==> src/rtl/decoder_3of6_stream.sv <==
// Streaming 3-of-6 symbol receiver: packs NUM_SYMBOLS checked symbols into one payload word.
// Define DEC3OF6_DROP_ERR_EN to discard completed frames that contain any errored symbol.
module decoder_3of6_stream #(
    parameter int NUM_SYMBOLS = 8,
    parameter int ERR_CNT_W   = 8
) (
    input  logic                       clk,
    input  logic                       rst,
    input  logic [5:0]                 sym_in,
    input  logic                       sym_valid,
    output logic                       sym_ready,
    output logic [3*NUM_SYMBOLS-1:0]   payload,
    output logic                       pld_valid,
    input  logic                       pld_ready,
    output logic [NUM_SYMBOLS-1:0]     err_sym_mask,
    output logic                       error_3of6,
    output logic [ERR_CNT_W-1:0]       err_count,
    input  logic                       clr_err
);

    localparam int K_W   = (NUM_SYMBOLS > 1) ? $clog2(NUM_SYMBOLS) : 1;
    localparam int PLD_W = 3 * NUM_SYMBOLS;
    localparam logic [K_W-1:0]       K_LAST  = K_W'(NUM_SYMBOLS - 1);
    localparam logic [ERR_CNT_W-1:0] CNT_MAX = {ERR_CNT_W{1'b1}};

`ifdef DEC3OF6_DROP_ERR_EN
    localparam logic DROP_ERR = 1'b1;
`else
    localparam logic DROP_ERR = 1'b0;
`endif

    typedef enum logic [0:0] {
        COLLECT = 1'b0,
        FULL    = 1'b1
    } state_t;

    state_t                  state_r, state_next_s;
    logic [K_W-1:0]          k_r, k_next_s, idx_s;
    logic [PLD_W-1:0]        payload_r, payload_next_s;
    logic [NUM_SYMBOLS-1:0]  mask_r, mask_base_s, mask_next_s;
    logic                    pld_valid_r;
    logic                    error_r;
    logic [ERR_CNT_W-1:0]    err_count_r;
    logic                    sym_ready_s;
    logic                    accept_s;
    logic                    handshake_s;
    logic                    last_s;
    logic                    frame_err_s;
    logic                    drop_s;
    logic                    sym_legal_s;

    // A symbol is legal when exactly three of its six bits are set.
    function automatic logic is_3of6(input logic [5:0] s);
        logic [2:0] cnt;
        cnt = 3'd0;
        for (int i = 0; i < 6; i++) begin
            cnt = cnt + {2'b00, s[i]};
        end
        return (cnt == 3'd3);
    endfunction

    // Ready is held low in reset and follows downstream ready while a frame is held.
    always_comb begin
        sym_ready_s = 1'b0;
        if (rst) begin
            sym_ready_s = 1'b0;
        end else if (state_r == COLLECT) begin
            sym_ready_s = 1'b1;
        end else begin
            sym_ready_s = pld_ready;
        end
    end

    // Datapath: place the accepted symbol at its slot; in FULL a new symbol is slot 0.
    always_comb begin
        accept_s       = sym_valid & sym_ready_s;
        handshake_s    = pld_valid_r & pld_ready;
        sym_legal_s    = is_3of6(sym_in);
        idx_s          = (state_r == FULL) ? K_W'(0) : k_r;
        last_s         = accept_s & (idx_s == K_LAST);
        mask_base_s    = handshake_s ? {NUM_SYMBOLS{1'b0}} : mask_r;
        mask_next_s    = mask_base_s;
        payload_next_s = payload_r;
        for (int k = 0; k < NUM_SYMBOLS; k++) begin
            mask_next_s[k] = (accept_s && (idx_s == K_W'(k))) ? ~sym_legal_s : mask_base_s[k];
            payload_next_s[3*k +: 3] = (accept_s && (idx_s == K_W'(k))) ? sym_in[5:3]
                                                                      : payload_r[3*k +: 3];
        end
        frame_err_s = last_s & (|mask_next_s);
        drop_s      = DROP_ERR & frame_err_s;
    end

    // Next-state and slot index selection.
    always_comb begin
        state_next_s = state_r;
        k_next_s     = k_r;
        if (last_s) begin
            state_next_s = drop_s ? COLLECT : FULL;
            k_next_s     = K_W'(0);
        end else if (accept_s) begin
            state_next_s = COLLECT;
            k_next_s     = idx_s + K_W'(1);
        end else if (handshake_s) begin
            state_next_s = COLLECT;
            k_next_s     = K_W'(0);
        end else begin
            state_next_s = state_r;
            k_next_s     = k_r;
        end
    end

    // Frame assembly FSM with registered payload, mask and flags.
    always_ff @(posedge clk) begin
        if (rst) begin
            state_r     <= COLLECT;
            k_r         <= K_W'(0);
            payload_r   <= {PLD_W{1'b0}};
            mask_r      <= {NUM_SYMBOLS{1'b0}};
            pld_valid_r <= 1'b0;
            error_r     <= 1'b0;
        end else begin
            state_r     <= state_next_s;
            k_r         <= k_next_s;
            payload_r   <= payload_next_s;
            mask_r      <= drop_s ? {NUM_SYMBOLS{1'b0}} : mask_next_s;
            error_r     <= drop_s ? 1'b0 : (|mask_next_s);
            pld_valid_r <= (state_next_s == FULL);
        end
    end

    // Saturating errored-frame counter; clear wins over a coincident increment.
    always_ff @(posedge clk) begin
        if (rst) begin
            err_count_r <= {ERR_CNT_W{1'b0}};
        end else if (clr_err) begin
            err_count_r <= {ERR_CNT_W{1'b0}};
        end else if (frame_err_s && (err_count_r != CNT_MAX)) begin
            err_count_r <= err_count_r + {{(ERR_CNT_W-1){1'b0}}, 1'b1};
        end else begin
            err_count_r <= err_count_r;
        end
    end

    assign sym_ready    = sym_ready_s;
    assign payload      = payload_r;
    assign pld_valid    = pld_valid_r;
    assign err_sym_mask = mask_r;
    assign error_3of6   = error_r;
    assign err_count    = err_count_r;

endmodule

==> config.mk <==
export PLATFORM = sky130hd
export DESIGN_NAME = decoder_3of6_stream
export DESIGN_NICKNAME = d
export VERILOG_FILES = /design/src/rtl/decoder_3of6_stream.sv
export SDC_FILE = /design/constraint.sdc
export NUM_CORES = 1
export LEC_CHECK = 0
export CAP_MARGIN = 20
export CORE_ASPECT_RATIO = 0.8
export CORE_MARGIN = 1
export CORE_UTILIZATION = 49
export CTS_CLUSTER_SIZE = 8
export DETAILED_ROUTE_END_ITERATION = 6
export PLACE_DENSITY = 0.77
export SLEW_MARGIN = 20
export SYNTH_ARGS = -nofsm -noshare
export SYNTH_HDL_FRONTEND = slang
export SYNTH_SLANG_ARGS = --single-unit
==> constraint.sdc <==
create_clock -name clk -period 4.5 [get_ports clk]
set_input_delay 0.675 -clock clk [delete_from_list [all_inputs] [get_ports clk]]
set_output_delay 0.675 -clock clk [all_outputs]
set_load 0.02 [all_outputs]
[Word-level counts from Yosys, hierarchy flattened]
Cells that the tools add are included.
Word-level totals
  register bits after elaboration: 45
  output and inout port bits: 43
  word-level logic and storage cells: 66
Operators by class
  $add $sub $neg: 7
  equal/unequal tests: 9
  multiplexer cells: 17
  bitwise gates (word level): 5
  reductions and logical operators: 15
Operators by type and width (count)
  $mux 1: 13
  $eq 3x3->1 const B: 4
  $add 3x1->3: 3
  $eq 3x2->1 const B: 3
  $logic_and 1x1->1: 9
  $mux 3: 3
  $add 8x1->8 const B: 1
  $mux 8: 1
  $ne 8x8->1 const B: 1
  $reduce_or 8->1: 1
  $and 1x1->1: 4
  $reduce_or 2->1: 2
  $add 2x1->3: 1
  $add 3x1->3 const B: 1
  $eq 3x1->1 const B: 1
  $logic_not 3->1: 1
  $reduce_bool 3->1: 1
  $add 1x1->2: 1
  $reduce_bool 2->1: 1
  $not 1->1: 1

[Depth between registers and ports, before layout]
  depth in word-level cells: 11
  depth in mapped cells: 15
  gate-level depth less buffers: 13

[Worst setup path after synthesis]
No wires, ideal clock.
  path kind: input-to-reg
  from: input sym_in[0]
  to: register err_count_r[7], in the netlist err_count[7]
  arrival: 3654 ps
  setup slack: 731 ps
  stages on the path: 15
  path through: inv_1 > fa_1 > fa_1 > inv_1 > ha_1 > inv_1 > fa_1 > and3b_1 > clkbuf_1 > mux2_4 > and4_4 > a21boi_4 > buf_6 > a21oi_1 > a31o_1
Between the ends
  longest elaborated chain between the ends: 11
RTL lines
  from (decl): line 9  | input logic [5:0] sym_in,
  $add 1x1->2 *: line 57  | cnt = cnt + {2'b00, s[i]};
  $add 2x1->3 *: line 57
  $add 3x1->3 * (3 in series): line 57
  $eq 3x2->1 *: line 59  | return (cnt == 3'd3);
  $not 1->1 *: line 85  | mask_next_s[k] = (accept_s && (idx_s == K_W'(k))) ? ~sym_legal_s : mask_base_s[k];
  $mux 1: line 85
  $reduce_or 8->1 *: line 89  | frame_err_s = last_s & (|mask_next_s);
  $and 1x1->1 *: line 89
  $logic_and 1x1->1 *: line 137  | end else if (frame_err_s && (err_count_r != CNT_MAX)) begin
  to (signal assigned): line 136  | err_count_r <= {ERR_CNT_W{1'b0}};
  to (signal assigned): line 138  | err_count_r <= err_count_r + {{(ERR_CNT_W-1){1'b0}}, 1'b1};
  to (signal assigned): line 140  | err_count_r <= err_count_r;
  to (decl): line 43  | logic [ERR_CNT_W-1:0] err_count_r;
Every way passes the cells marked *; elsewhere a longest branch is shown, timed or not.
A chain may end at the register's enable or synchronous reset.

[Worst setup path in the final report]
  from: input sym_in[3]
  to: register err_count_r[4], in the netlist err_count[4]
Between the ends
  longest elaborated chain between the ends: 9
RTL lines (line)
  $add 3x1->3 * (3 in series): 57
  $eq 3x2->1 *: 59
  $not 1->1 *: 85
  $mux 1: 85
  $reduce_or 8->1 *: 89
  $and 1x1->1 *: 89
  $logic_and 1x1->1 *: 137
Marked as above.

==> results.json <==
{
  "finalCritPeriodShare_pct": 92.1,
  "routed_wl_um": 5340,
  "start_util_pct": 52.0,
  "first_pass_iters": 4,
  "cp_max_fo": 14,
  "synth_edf_count": 0,
  "cts_buffers": 5,
  "synth_seq_area_share_pct": 41.0,
  "cts.sinks": 45,
  "drv_slew": 0,
  "cts.htree.levels": 2,
  "cts_hold_buf": 0,
  "clock_skew_ns": 0.00298,
  "cp.required_ns": 4.69,
  "via_per_inst": 5.47,
  "setup_violations": 0,
  "antenna_found_initial": 0,
  "pwr-share-seq_pct": 50.6,
  "cap_violations": 0,
  "fp.dieW_um": 76.9,
  "combPwrFrac_pct": 13.1,
  "grt_setup_unrepaired": "no",
  "clock-root-buffer": "clkbuf_8",
  "vias": 2040,
  "core_area_sq_um": 4230,
  "cts_tree": "yes",
  "antenna_cells": 0,
  "internal_power_mw": 0.610,
  "p_leak_nw": 1.11,
  "path_class": "in -> reg",
  "synth_top_area_cell": "dfxtp_1",
  "fill_cells": 351,
  "cp-end-kind": "register",
  "clk_pin_slew_worst_paths_ns": 0.08,
  "synth_top_area_share_pct": 41.0,
  "fin_util_pct": 68.4,
  "slew_headroom_pct": 67.3,
  "outcome": "completed",
  "final.setup.tns_ns": 0,
  "hold_violations": 0,
  "drive_gt1_share_pct": 8.54,
  "port_buffers": 53,
  "first_global_vias": 1717,
  "drt_iter0_markers": 82,
  "track_usage_pct": 22.5,
  "drtAntennaViolNets": 0,
  "tightest_slew_ns": 0.488,
  "fin_nets": 338,
  "avgSynthCellArea_sq_um": 8.39,
  "power_density_nw_per_um2": 278,
  "synth_cell_type_count": 47,
  "area_growth_pct": 31.6,
  "netlist_instances": 262,
  "cp.arrival_ns": 4.33,
  "row_count": 21,
  "synth-async-reset-ratio_pct": 0,
  "hp-class": "reg -> reg",
  "dp_hpwl_um": 3810,
  "synth_warnings": 0,
  "synth.area.top_cells": "dfxtp_1 (41%), a21oi_1 (8.0%), nor2_1 (6.1%)",
  "ir_worst_vdd_mv": 0.199,
  "synth_flop_cell": "dfxtp_1",
  "clk_latency_ns": 0.29,
  "grt_pass1_wl_um": 8220,
  "setup.worst_path.start_class": "input pin",
  "ff2ff_path_depth": 11,
  "grt_max_degree": 21,
  "postCtsResizedCells": 0,
  "die_area_sq_um": 4760,
  "max_freq_mhz": 241,
  "clockBufferDepth": 2,
  "final_common_cell": "clkdlybuf4s50_1",
  "dieHeight_um": 61.9,
  "remaining_drc_errors": 0,
  "synth_fp_nets": 284,
  "post_cts_buffers": 0,
  "routedWlPerCell_um": 14.3,
  "min_period_ns": 4.15,
  "place_congestion": 0.852,
  "switching_power_mw": 0.194,
  "grt-ovfl-total": 0,
  "swShare_pct": 24.2,
  "hold_depth": 2,
  "ys_ff_latch": 45,
  "pwr-share-clk_pct": 36.3,
  "design.portCount": 54,
  "layout_common_cells": "clkdlybuf4s50_1 (53), dfxtp_1 (45), nor2_1 (36)",
  "synth_area_sq_um": 2200
}
-- power groups by stage --
stage	Clock (mW)	Sequential, mW	Combinational (mW)
2_1_floorplan	0	0.422	0.0606
3_3_place_gp	0	0.416	0.102
3_5_place_dp	0	0.416	0.104
4_1_cts	0.300	0.407	0.105
5_1_grt	0.316	0.408	0.115
6_report	0.292	0.407	0.105
-- layout make-up --
type	count	area [sq um]	area share, %
clock buffer	5	68.8	2.38
clock inverter	2	35.0	1.21
inverter	12	45.0	1.56
multi-input combinational	192	1190	41.1
sequential	45	901	31.1
tap	57	71.3	2.46
timing repair buffer	60	583	20.1
-- metrics by stage --
step	hold WS, ns	cell area [sq um]	power, mW	worst slack (ns)	std cells
2_1_floorplan	0.448	2200	0.482	0.731	262
3_3_place_gp	0.442	2790	0.518	0.180	366
3_5_place_dp	0.449	2790	0.520	0.0720	366
4_1_cts	0.462	2890	0.811	0.379	373
5_1_grt	0.491	2890	0.839	0.203	373
6_report	0.459	2890	0.804	0.354	373
-- worst max-delay path: stages --
cell and delay, ns:
clkdlybuf4s50_1 0.51, inv_1 0.09, fa_1 0.50, fa_1 0.41, inv_1 0.07, ha_1 0.13
inv_1 0.05, fa_1 0.48, and3b_1 0.24, mux2_1 0.33, and4_4 0.17, a21boi_4 0.35
a21oi_1 0.13, a31o_1 0.20
-- worst paths after layout --
check             slack (ns)         from           end
setup / recovery        0.35    sym_in[3]  err_count[4]
setup reg to reg        1.53      state_r  err_count[4]
hold / removal          0.46  payload[10]   payload[10]
hold reg to reg         0.46  payload[10]   payload[10]
-- cells in the mapped netlist (all sizes together) (2+ instances only) --
library cell	instances
dfxtp	45
nor2	37
a21oi	36
nand2	27
nand3	18
inv	12
nor3	9
clkbuf	8
ha	8
a31o	6
a31oi	6
and3	6
nand2b	6
buf	5
nand3b	4
o211ai	4
fa	3
mux2	2
nor2b	2
nor3b	2
or2	2
-- per-layer routing --
metal	vias to the layer above	global-route usage [%]	part of all wire, %
met5	-	0	0
met4	0	8.52	1.7
met3	12	5.40	7.0
met2	70	36.2	45
met1	948	29.9	46
li1	1010	-	-
-- kinds of logic after synthesis --
family                     synth area share, %
xor gates and xnor gates                 0.398
buffers and inverters                     4.89
adders and majority gates                 7.29
DFF                                       41.0
and+or+nand+nor                           26.4
muxes                                     1.19
AOI/OAI and AO/OA                         18.8
-- registers in the layout (all words and copies together), names as in the netlist --
name and count:
err_count 8, err_sym_mask 8, error_3of6 1, k_r 3, payload 24, state_r 1
Power figures use the tool's default switching activity.
